File: src/rtl/qpsk_framer.sv
// qpsk_framer: frames a byte stream as preamble dibits followed by the payload
// serialized MSB-first, two bits per output beat, for the QPSK symbol mapper.
module qpsk_framer #(
  parameter int unsigned               PREAMBLE_LEN = 16,
  parameter logic [2*PREAMBLE_LEN-1:0] PREAMBLE     = 32'h1ACF_FC1D
) (
  input  logic       clk,
  input  logic       rst_n,
  input  logic [7:0] s_tdata,
  input  logic       s_tvalid,
  input  logic       s_tlast,
  output logic       s_tready,
  output logic       out_i,
  output logic       out_q,
  output logic       out_valid,
  input  logic       out_ready
);

  localparam int unsigned PRE_W     = 2 * PREAMBLE_LEN;
  localparam int unsigned IDX_W     = $clog2(PREAMBLE_LEN + 1);
  localparam bit          ONE_DIBIT = (PREAMBLE_LEN == 1);

  typedef enum logic [1:0] {
    IDLE = 2'd0,
    PRE  = 2'd1,
    PAY  = 2'd2
  } state_t;

  state_t           state;
  logic [IDX_W-1:0] idx;
  logic [7:0]       sr;
  logic [1:0]       cnt;
  logic             last_seen;

  logic             adv;
  logic [PRE_W-1:0] pre_shift;
  logic [1:0]       pre_dibit;

  // Output register may load when empty or when its current dibit is taken.
  assign adv = ~out_valid | out_ready;

  // Preamble dibit selected by idx, MSB-first.
  assign pre_shift = PREAMBLE << {idx, 1'b0};
  assign pre_dibit = pre_shift[PRE_W-1 -: 2];

  // A byte is taken only at a byte boundary of a frame still expecting data.
  assign s_tready = (state == PAY) && (cnt == 2'd0) && !last_seen && adv;

  // Framing state machine with registered dibit output.
  always_ff @(posedge clk) begin
    if (!rst_n) begin
      state     <= IDLE;
      idx       <= '0;
      sr        <= '0;
      cnt       <= '0;
      last_seen <= 1'b0;
      out_i     <= 1'b0;
      out_q     <= 1'b0;
      out_valid <= 1'b0;
    end else begin
      case (state)
        IDLE: begin
          if (adv) begin
            if (s_tvalid) begin
              // Pending byte starts a frame but is not consumed yet.
              {out_i, out_q} <= PREAMBLE[PRE_W-1 -: 2];
              out_valid      <= 1'b1;
              idx            <= IDX_W'(1);
              if (ONE_DIBIT) begin
                state     <= PAY;
                cnt       <= 2'd0;
                last_seen <= 1'b0;
              end else begin
                state <= PRE;
              end
            end else begin
              out_valid <= 1'b0;
            end
          end
        end

        PRE: begin
          if (adv) begin
            {out_i, out_q} <= pre_dibit;
            out_valid      <= 1'b1;
            idx            <= idx + IDX_W'(1);
            if (idx == IDX_W'(PREAMBLE_LEN - 1)) begin
              state     <= PAY;
              cnt       <= 2'd0;
              last_seen <= 1'b0;
            end
          end
        end

        PAY: begin
          if (adv) begin
            if (cnt != 2'd0) begin
              {out_i, out_q} <= sr[7:6];
              out_valid      <= 1'b1;
              sr             <= {sr[5:0], 2'b00};
              cnt            <= cnt - 2'd1;
            end else if (!last_seen) begin
              if (s_tvalid) begin
                {out_i, out_q} <= s_tdata[7:6];
                out_valid      <= 1'b1;
                sr             <= {s_tdata[5:0], 2'b00};
                cnt            <= 2'd3;
                last_seen      <= s_tlast;
              end else begin
                // Underflow bubble: wait for the next byte, no preamble re-send.
                out_valid <= 1'b0;
              end
            end else begin
              out_valid <= 1'b0;
              last_seen <= 1'b0;
              idx       <= '0;
              state     <= IDLE;
            end
          end
        end

        default: begin
          state     <= IDLE;
          out_valid <= 1'b0;
        end
      endcase
    end
  end

endmodule

File: config.mk
export PLATFORM = sky130hd
export DESIGN_NAME = qpsk_framer
export DESIGN_NICKNAME = d
export VERILOG_FILES = /design/src/rtl/qpsk_framer.sv
export SDC_FILE = /design/constraint.sdc
export NUM_CORES = 1
export LEC_CHECK = 0
export ABC_AREA = 1
export ABC_CLOCK_PERIOD_IN_PS = 2500
export BUFFER_PORTS_ARGS = -buffer_cell sky130_fd_sc_hd__buf_2
export CORE_ASPECT_RATIO = 1.4
export CORE_UTILIZATION = 60
export DETAILED_ROUTE_END_ITERATION = 8
export PLACE_DENSITY_LB_ADDON = 0.15
export SLEW_MARGIN = 20
export SYNTH_ARGS = -nofsm -noshare
export SYNTH_HDL_FRONTEND = slang
export SYNTH_SLANG_ARGS = --single-unit
File: constraint.sdc
create_clock -name clk -period 2.5 [get_ports clk]
set_input_delay 0.375 -clock clk [delete_from_list [all_inputs] [get_ports clk]]
set_output_delay 0.375 -clock clk [all_outputs]
set_load 0.02 [all_outputs]
* Yosys cells after proc, flatten, opt, wreduce, memory -nomap -nowiden *
Index checks and enable logic that the tools add are counted.

word-level totals
  register bits = 21
  logic and storage cells = 96

operators by class
  muxes and demuxes = 53
  shift-type cells = 1
  eq/ne operators = 13
  reduce and logical (&&, ||, !) cells = 17
  bitwise gates (word level) = 2
  $add $sub $neg = 2

operators by type and width
  cell                                                    number
  << shifter 29 x 6 -> 32 bit (first input constant)      1
  2-to-1 mux 5 bit                                        6
  2-to-1 mux 2 bit                                        13
  2-to-1 mux 1 bit                                        24
  2-to-1 mux 8 bit                                        3
  AND reduction 7 bit                                     3
  one-hot mux 5 bit (3 select lines)                      1
  inequality test 2 bit (second input constant)           7
  one-hot mux 1 bit (3 select lines)                      3
  inequality test 3 x 2 -> 1 bit (second input constant)  2
  one-hot mux 2 bit (3 select lines)                      1
  AND reduction 6 bit                                     1
  nonzero test 2 bit                                      3
  adder 5 x 1 -> 5 bit (second input constant)            1
  == test 5 x 4 -> 1 bit (second input constant)          1
  AND reduction 5 bit                                     1
  zero test 2 bit                                         2
  one-hot mux 2 bit (2 select lines)                      1
  AND reduction 4 bit                                     1
  logical AND 1 bit                                       3
  AND reduction 3 bit                                     1
  nonzero test 3 bit                                      1
  == test 2 x 1 -> 1 bit (second input constant)          1
  == test 2 bit (second input constant)                   1
  other kinds (6)                                         6

* Longest topological paths before layout *
Gate-level depths: netlist of run 1.

  depth after elaboration = 5
  gate-level depth with buffers = 11
  gate-level depth less buffers = 11

* Worst setup path after synthesis of run 1 *
OpenSTA, ideal clock, no wires.

  path type = register to output
  from = register cnt[0]
  to = output s_tready
  data arrival time = 1241 ps
  buffers on the path = 1
  path slack = 884 ps
  cell stages (with the launch flop) = 6
  path through = dfxtp_1 inv_1 ha_1 buf_6 nand2_1 nor3_1

between the ends
  cells in the longest elaborated chain, start to end = 4

RTL lines
  element                          line  RTL
  from (decl)                      32    logic [1:0] cnt;
  from (signal assigned)           101   cnt <= cnt - 2'd1;
  zero test 2 bit                  47    assign s_tready = (state == PAY) && (cnt == 2'd0) && !last_seen && adv;
  logical AND 1 bit (3 in series)  47
  to (decl)                        12    output logic s_tready,

Every way passes these cells.

* Worst setup path after layout of run 1 *
Ends and elaborated chain as after synthesis.

==> metrics.yaml, run 1 <==
run_status:
  outcome: "finished clean"
power:
  power_switching_mw: 0.685
  netSwitchingFraction_pct: 49.0
  power_density_mw_per_mm2: 1030
  power_mw: 1.40
  internal-power_mw: 0.712
  power_frac_seq_pct: 32.3
  comb_power_share_pct: 56.0
  p_clk_share_pct: 11.7
  p_leak_nw: 0.693
  irDropWorstVdd_mv: 0.588
critical_path:
  worst-path-max-fanout: 12
  max_stage_delay_ns: 0.40
  cp_top_family: "adder cells"
  crit_path_cell_trace: "inv_1 > ha_1 > nand2_1 > nor3_1 > buf_2"
  critical_path_buf_inv_count: 2
  start_kind: "flip-flop"
  worstSetupEndpointType: "output pin"
  worstSetupPathType: "flip-flop to output pin"
  worst_path_max_delay_cell: "ha_1"
  required_ns: 2.12
  worst_ep_arrival_time_ns: 1.65
yosys:
  ys_seq_area_share_pct: 30.6
  ys_types: 25
  yosysWarningCount: 0
  synth_compound_area_share_pct: 15.7
  syn_avg_cell_area_sq_um: 6.69
  synth_mux_area_share_pct: 0
  syn-instance-count: 186
  synthSimpleGateAreaFrac_pct: 32.2
  synth_top_family_by_area: "simple AND/OR/NAND/NOR gates"
  netlist_area_sq_mm: 0.00124
  syn_nets: 210
  synth_seq_cells: 19
  synth_xor_area_share_pct: 0
  synth-adder-area-share_pct: 11.1
drt:
  drt_wl_total_microns: 2770
  drtIter0Drc: 26
  wl_per_cell_microns: 12.3
  vias_per_cell: 5.46
  dr.pass1.iters: 4
  num_vias: 1228
  postRouteAntennaNets: 0
  drcViolationCount: 0
die:
  num_io_pins: 17
  core-area_sq_mm: 0.00195
  die_w_microns: 40.5
  rows: 19
  floorplan.initialDensity_pct: 63.9
  die_h_microns: 55.9
  dieArea_sq_mm: 0.00226
sta:
  timing.fmax_mhz: 495
  whs_ns: 0.317
  skew_ns: 0.00321
  relSlewSlack_pct: 73.8
  layout_worst_path_cycle_share_pct: 80.8
  slew_violations: 0
  worst_pin_slew_ns: 0.393
  min_period_ns: 2.02
  hold_violations: 0
  setup-violations-final: 0
  rsz0062_at_grt: "false"
  tns_ns: 0
layout:
  syn2layout_area_growth_pct: 9.45
  mostFrequentLayoutCell: "nand2_1"
  layout_common_cells: "nand2_1, inv_1, dfxtp_1, nor2_1, buf_2"
  diodes: 0
  design_area_sq_mm: 0.00136
  nNetsFinal: 229
  drive_gt1_share_pct: 16.7
cts:
  post_cts_buffers: 0
  cts_tree: "built"
  numCtsBuffers: 3
  holdBufCountCts: 0
  clock_latency_ns: 0.31
  numClockSinks: 19
  cts.htree.levels: 1
  ctsResizeCount: 0
  cts_buffer_depth: 2
  path_clk_slew_ns: 0.11
  cts_root_buffer: "clkbuf_4"
placement:
  placed_area_sq_mm: 0.00134
  io_buffers: 16
  hpwlAfterDp_microns: 2180
  gp_congestion: 0.819
global_route:
  grt_usage_pct: 28.4
  grt_pass1_vias: 1194
  grt_pass1_wl_microns: 4610
  antenna_found_initial: 0
  grt_overflow: 0
  grt_max_degree: 14
run:
  maxCapViolCount: 0
worst_hold_path:
  min-delay-path-class: "input port to flip-flop"
[routing by layer]
| metal | share of wire [%] | vias up | global-route usage (%) |
|---|---|---|---|
| met5 | 0 | - | 0 |
| met3 | 2.6 | 11 | 4.80 |
| met1 | 41 | 560 | 28.4 |
| met4 | 3.2 | 0 | 17.6 |
| met2 | 53 | 31 | 49.0 |
| li1 | - | 626 | - |
[cell type report]
class,instances,area (sq um)
clock inverter,1,5.00
fill,184,587
clock buffer,3,22.5
tap,21,26.3
inverter,30,115
timing repair buffer,16,80.1
multi-input combinational,135,733
sequential,19,380
[state kept, by name, summed over array words and instances (netlist names)]
| register | cells |
|---|---|
| cnt | 2 |
| idx | 5 |
| last_seen | 1 |
| out_i | 1 |
| out_q | 1 |
| out_valid | 1 |
| sr | 6 |
| state | 2 |
[stage by stage]
step | utilization, % | std cells | worst slack (ns)
after floorplan | - | 186 | 0.884
after global placement | 68.5 | 221 | 0.772
after detailed placement | 68.5 | 221 | 0.772
after CTS | 69.9 | 225 | 0.475
after global routing | 69.9 | 225 | 0.369
final | 69.9 | 225 | 0.479
[worst min-delay path, cell delays in order]
cell	delay, ns
buf_2	0.10
nand3_1	0.07
a21oi_1	0.05
[cells in the mapped netlist]
master    count  area [sq um]
nor3_1        2          10.0
or2_2         1          6.26
buf_6         1          11.3
nand2_1      50           188
nand3_1       9          45.0
a22oi_1       2          15.0
nor2_8        1          20.0
ha_1         11           138
nor2_1       18          67.6
nand3_2       2          20.0
inv_2         1          3.75
a211oi_1      1          7.51
a21oi_1      11          55.1
inv_1        28           105
nand2_2       2          12.5
dfxtp_1      19           380
o21ai_1       1          5.00
nor2_2        2          12.5
o21a_1        1          7.51
or2_1         1          6.26
buf_2         1          5.00
nand4_1       2          12.5
inv_4         1          6.26
a21oi_2       4          35.0
o21ai_0      14          70.1
[logic make-up (layout without fill, tap and decap cells)]
family	after synthesis	count (layout)
flip-flops	19	19
AO/OA/AOI/OAI	34	34
buffers and inverters	32	50
AND/OR/NAND/NOR	90	90
adder cells (fa/ha/maj)	11	11
[power by group through the flow]
| stage | Sequential, mW | Clock [mW] | Combinational (mW) |
|---|---|---|---|
| detailed placement | 0.458 | 0 | 0.776 |
| finish | 0.452 | 0.164 | 0.782 |
| CTS | 0.451 | 0.171 | 0.780 |
| floorplan | 0.457 | 0 | 0.621 |
| global route | 0.463 | 0.180 | 0.892 |
| global placement | 0.453 | 0 | 0.750 |
[worst paths after layout]
kind         slack [ns]           startpoint  cells past startpoint                     to
min reg2reg        0.46   sr[5]$_SDFFE_PN0P_                      2     sr[5]$_SDFFE_PN0P_
max reg2reg        0.72  cnt[0]$_SDFFE_PN0P_                      9  state[0]$_SDFFE_PN0P_
min                0.32           s_tdata[0]                      3     sr[2]$_SDFFE_PN0P_
max                0.48  cnt[0]$_SDFFE_PN0P_                      5               s_tready
(Power assumes the default switching activity.)
==> run 2: changes to the inputs <==
--- a/config.mk
+++ b/config.mk
@@ -6,10 +6,10 @@
 export NUM_CORES = 1
 export LEC_CHECK = 0
 export ABC_AREA = 1
-export ABC_CLOCK_PERIOD_IN_PS = 2500
+export ABC_CLOCK_PERIOD_IN_PS = 1700
 export BUFFER_PORTS_ARGS = -buffer_cell sky130_fd_sc_hd__buf_2
 export CORE_ASPECT_RATIO = 1.4
-export CORE_UTILIZATION = 60
+export CORE_UTILIZATION = 51
 export DETAILED_ROUTE_END_ITERATION = 8
 export PLACE_DENSITY_LB_ADDON = 0.15
 export SLEW_MARGIN = 20
==> constraint.sdc (replaced) <==
create_clock -name clk -period 1.7 [get_ports clk]
set_input_delay 0.255 -clock clk [delete_from_list [all_inputs] [get_ports clk]]
set_output_delay 0.255 -clock clk [all_outputs]
set_load 0.02 [all_outputs]
==> run 2 against run 1 <==
The flow now finishes with violations (design-rule violations). Combinational power increased by 70%. Final cell count increased by 2.2%. Sequential cell count unchanged. Total power increased by 60%. Cell area increased by 8.2%. Count of clock-buffer cells in the layout unchanged. Largest cell class unchanged. Largest power group unchanged. Highest routed layer unchanged.
==> metrics.yaml, run 2 (synthesized netlist as in run 1, its figures left out) <==
cts:
  path_clk_slew_ns: 0.11  # about the same
  cts.htree.levels: 1  # unchanged
  holdBufCountCts: 0  # unchanged
  cts_buffer_depth: 2  # unchanged
  numCtsBuffers: 3  # unchanged
  cts_root_buffer: "clkbuf_4"  # unchanged
  numClockSinks: 19  # unchanged
  clock_latency_ns: 0.29  # was 0.31 ns
  cts_tree: "built"  # unchanged
power:
  internal-power_mw: 1.17  # was 0.712 mW
  p_clk_share_pct: 10.4  # was 11.7%
  power_mw: 2.24  # was 1.40 mW
  power_switching_mw: 1.06  # was 0.685 mW
  netSwitchingFraction_pct: 47.6  # was 49.0%
  irDropWorstVdd_mv: 0.942  # was 0.588 mV
  p_leak_nw: 0.717  # was 0.693 nW
  power_density_mw_per_mm2: 1520  # was 1030 mW/mm^2
  power_frac_seq_pct: 30.0  # was 32.3%
  comb_power_share_pct: 59.5  # was 56.0%
worst_hold_path:
  min-delay-path-class: "input port to flip-flop"  # unchanged
  whs_path_depth: 3  # unchanged
run_status:
  outcome: "finished with violations"  # was finished clean
  violations: "design-rule violations"
sta:
  layout_worst_path_cycle_share_pct: 96.1
  setup-violations-final: 0  # unchanged
  relSlewSlack_pct: 76.7  # was 73.8%
  hold_violations: 0  # unchanged
  min_period_ns: 1.63
  timing.fmax_mhz: 612
  skew_ns: 0.00161  # was 0.00321 ns
  whs_ns: 0.209  # was 0.317 ns
  tns_ns: 0  # unchanged
  slew_violations: 0  # unchanged
  worst_pin_slew_ns: 0.346  # was 0.393 ns
  layout_setup_ws_ns: 0.0670  # was 0.479 ns
placement:
  hpwlAfterDp_microns: 2160  # was 2180 microns
  io_buffers: 16  # unchanged
  pre_cts_ws_ns: 0.0462  # was 0.772 ns
  gp_congestion: 0.922  # was 0.819
die:
  core-area_sq_mm: 0.00223  # was 0.00195 sq mm
  floorplan.initialDensity_pct: 55.9  # was 63.9%
  rows: 20  # was 19
  dieArea_sq_mm: 0.00265  # was 0.00226 sq mm
  die_h_microns: 60.5  # was 55.9 microns
  die_w_microns: 43.8  # was 40.5 microns
  num_io_pins: 17  # unchanged
run:
  maxCapViolCount: 0  # unchanged
layout:
  mostFrequentLayoutCell: "nand2_1"  # unchanged
  fill_cells: 203  # was 184
  top_register: "sr"  # unchanged
  drive_gt1_share_pct: 26.9  # was 16.7%
  diodes: 0  # unchanged
  top_regs: "sr (6), idx (5)"  # unchanged
  nNetsFinal: 233  # was 229
  layout_common_cells: "nand2_1, inv_1, nor2_1, buf_2"  # was nand2_1, inv_1, dfxtp_1, nor2_1, buf_2
  syn2layout_area_growth_pct: 18.4  # was 9.45%
  largest_register_ffs: 6  # unchanged
critical_path:
  worst_ep_arrival_time_ns: 1.38  # was 1.65 ns
  worst-path-max-fanout: 10  # was 12
  required_ns: 1.44  # was 2.12 ns
  cp_top_family: "buffers and inverters"  # was adder cells
  critical_path_buf_inv_count: 3  # was 2
  reg2regPathDepth: 9  # unchanged
  start_kind: "flip-flop"  # unchanged
  worstSetupEndpointType: "output pin"  # unchanged
  path_depth: 6  # was 5
  max_stage_delay_ns: 0.34  # was 0.40 ns
  crit_path_cell_trace: "inv_2 > ha_4 > buf_6 > nand2_2 > nor3_2 > buf_4"  # was inv_1 > ha_1 > nand2_1 > nor3_1 > buf_2
  worstSetupPathType: "flip-flop to output pin"  # unchanged
  worst_path_max_delay_cell: "dfxtp_1"  # was ha_1
global_route:
  grt_max_degree: 14  # unchanged
  grt_overflow: 0  # unchanged
  grt_usage_pct: 23.4  # was 28.4%
  grt_pass1_vias: 1203  # was 1,194
  antenna_found_initial: 0  # unchanged
  grt_pass1_wl_microns: 4770  # was 4610 microns
drt:
  drtIter0Drc: 35  # was 26
  drcViolationCount: 2  # was 0
  dr.pass1.iters: 6  # was 4
  wl_per_cell_microns: 12.1  # was 12.3 microns
  drt_wl_total_microns: 2780  # was 2770 microns
  postRouteAntennaNets: 0  # unchanged
  vias_per_cell: 5.28  # was 5.46
  num_vias: 1215  # was 1,228
[run 2: cell types whose count changed in the layout (fill, tap and decap cells not counted), moves of 3 or more]
cell	previous run	this run
dfxtp_1	19	14
ha_2	0	3
inv_1	28	25
dfxtp_2	0	4
ha_1	11	6
buf_4	0	4
inv_2	1	4
[run 2: routing by layer]
| layer | track usage (%) | up-vias | part of all wire, % |
|---|---|---|---|
| li1 | - | 634 | - |
| met3 | 2.38 | 5 | 4.1 |
| met2 | 47.3 | 32 | 54 |
| met5 | 0 | - | 0 |
| met4 | 7.14 | 0 | 0.83 |
| met1 | 24.5 | 544 | 41 |
[run 2: per-stage QoR]
step                      std cells  util (%)  cell area (sq um)
after floorplan                 186         -               1240
after global placement          226      61.3               1370
after detailed placement        226      61.3               1370
after CTS                       230      64.2               1430
after global routing            230      66.2               1470
final                           230      66.2               1470
[run 2: area by class of cell]
class	instances	area (sq um)	share of cell area, %
clock buffers	3	22.5	1.53
clock inverters	1	5.00	0.340
multi-input cells	135	798	54.2
flip-flops and latches	19	389	26.4
repair buffers	20	116	7.89
inverters	30	115	7.81
well taps	22	27.5	1.87
[run 2: what timing repair did]
action	CTS	global route
buffers inserted	0	0
resized for setup	7	19
pin swaps	1	1
setup endpoints to repair	1	13
[run 2: power by group through the flow]
| stage | logic, mW | registers [mW] | clock network [mW] |
|---|---|---|---|
| after CTS | 1.24 | 0.654 | 0.242 |
| final | 1.33 | 0.671 | 0.234 |
| after global placement | 1.17 | 0.648 | 0 |
| after detailed placement | 1.19 | 0.661 | 0 |
| after floorplan | 0.913 | 0.671 | 0 |
| after global routing | 1.51 | 0.685 | 0.264 |
[run 2: worst paths after layout]
path / slack, ns / to / startpoint
setup reg to reg: 0.14 / idx[1]$_SDFFE_PN0P_ / state[1]$_SDFFE_PN0P_
hold reg to reg: 0.46 / sr[5]$_SDFFE_PN0P_ / sr[5]$_SDFFE_PN0P_
hold / removal: 0.21 / sr[3]$_SDFFE_PN0P_ / s_tdata[1]
setup / recovery: 0.07 / s_tready / cnt[0]$_SDFFE_PN0P_
[run 2: tightest hold or removal path, stage by stage]
cell	delay, ns
buf_2	0.10
nand3_1	0.07
a21oi_1	0.05
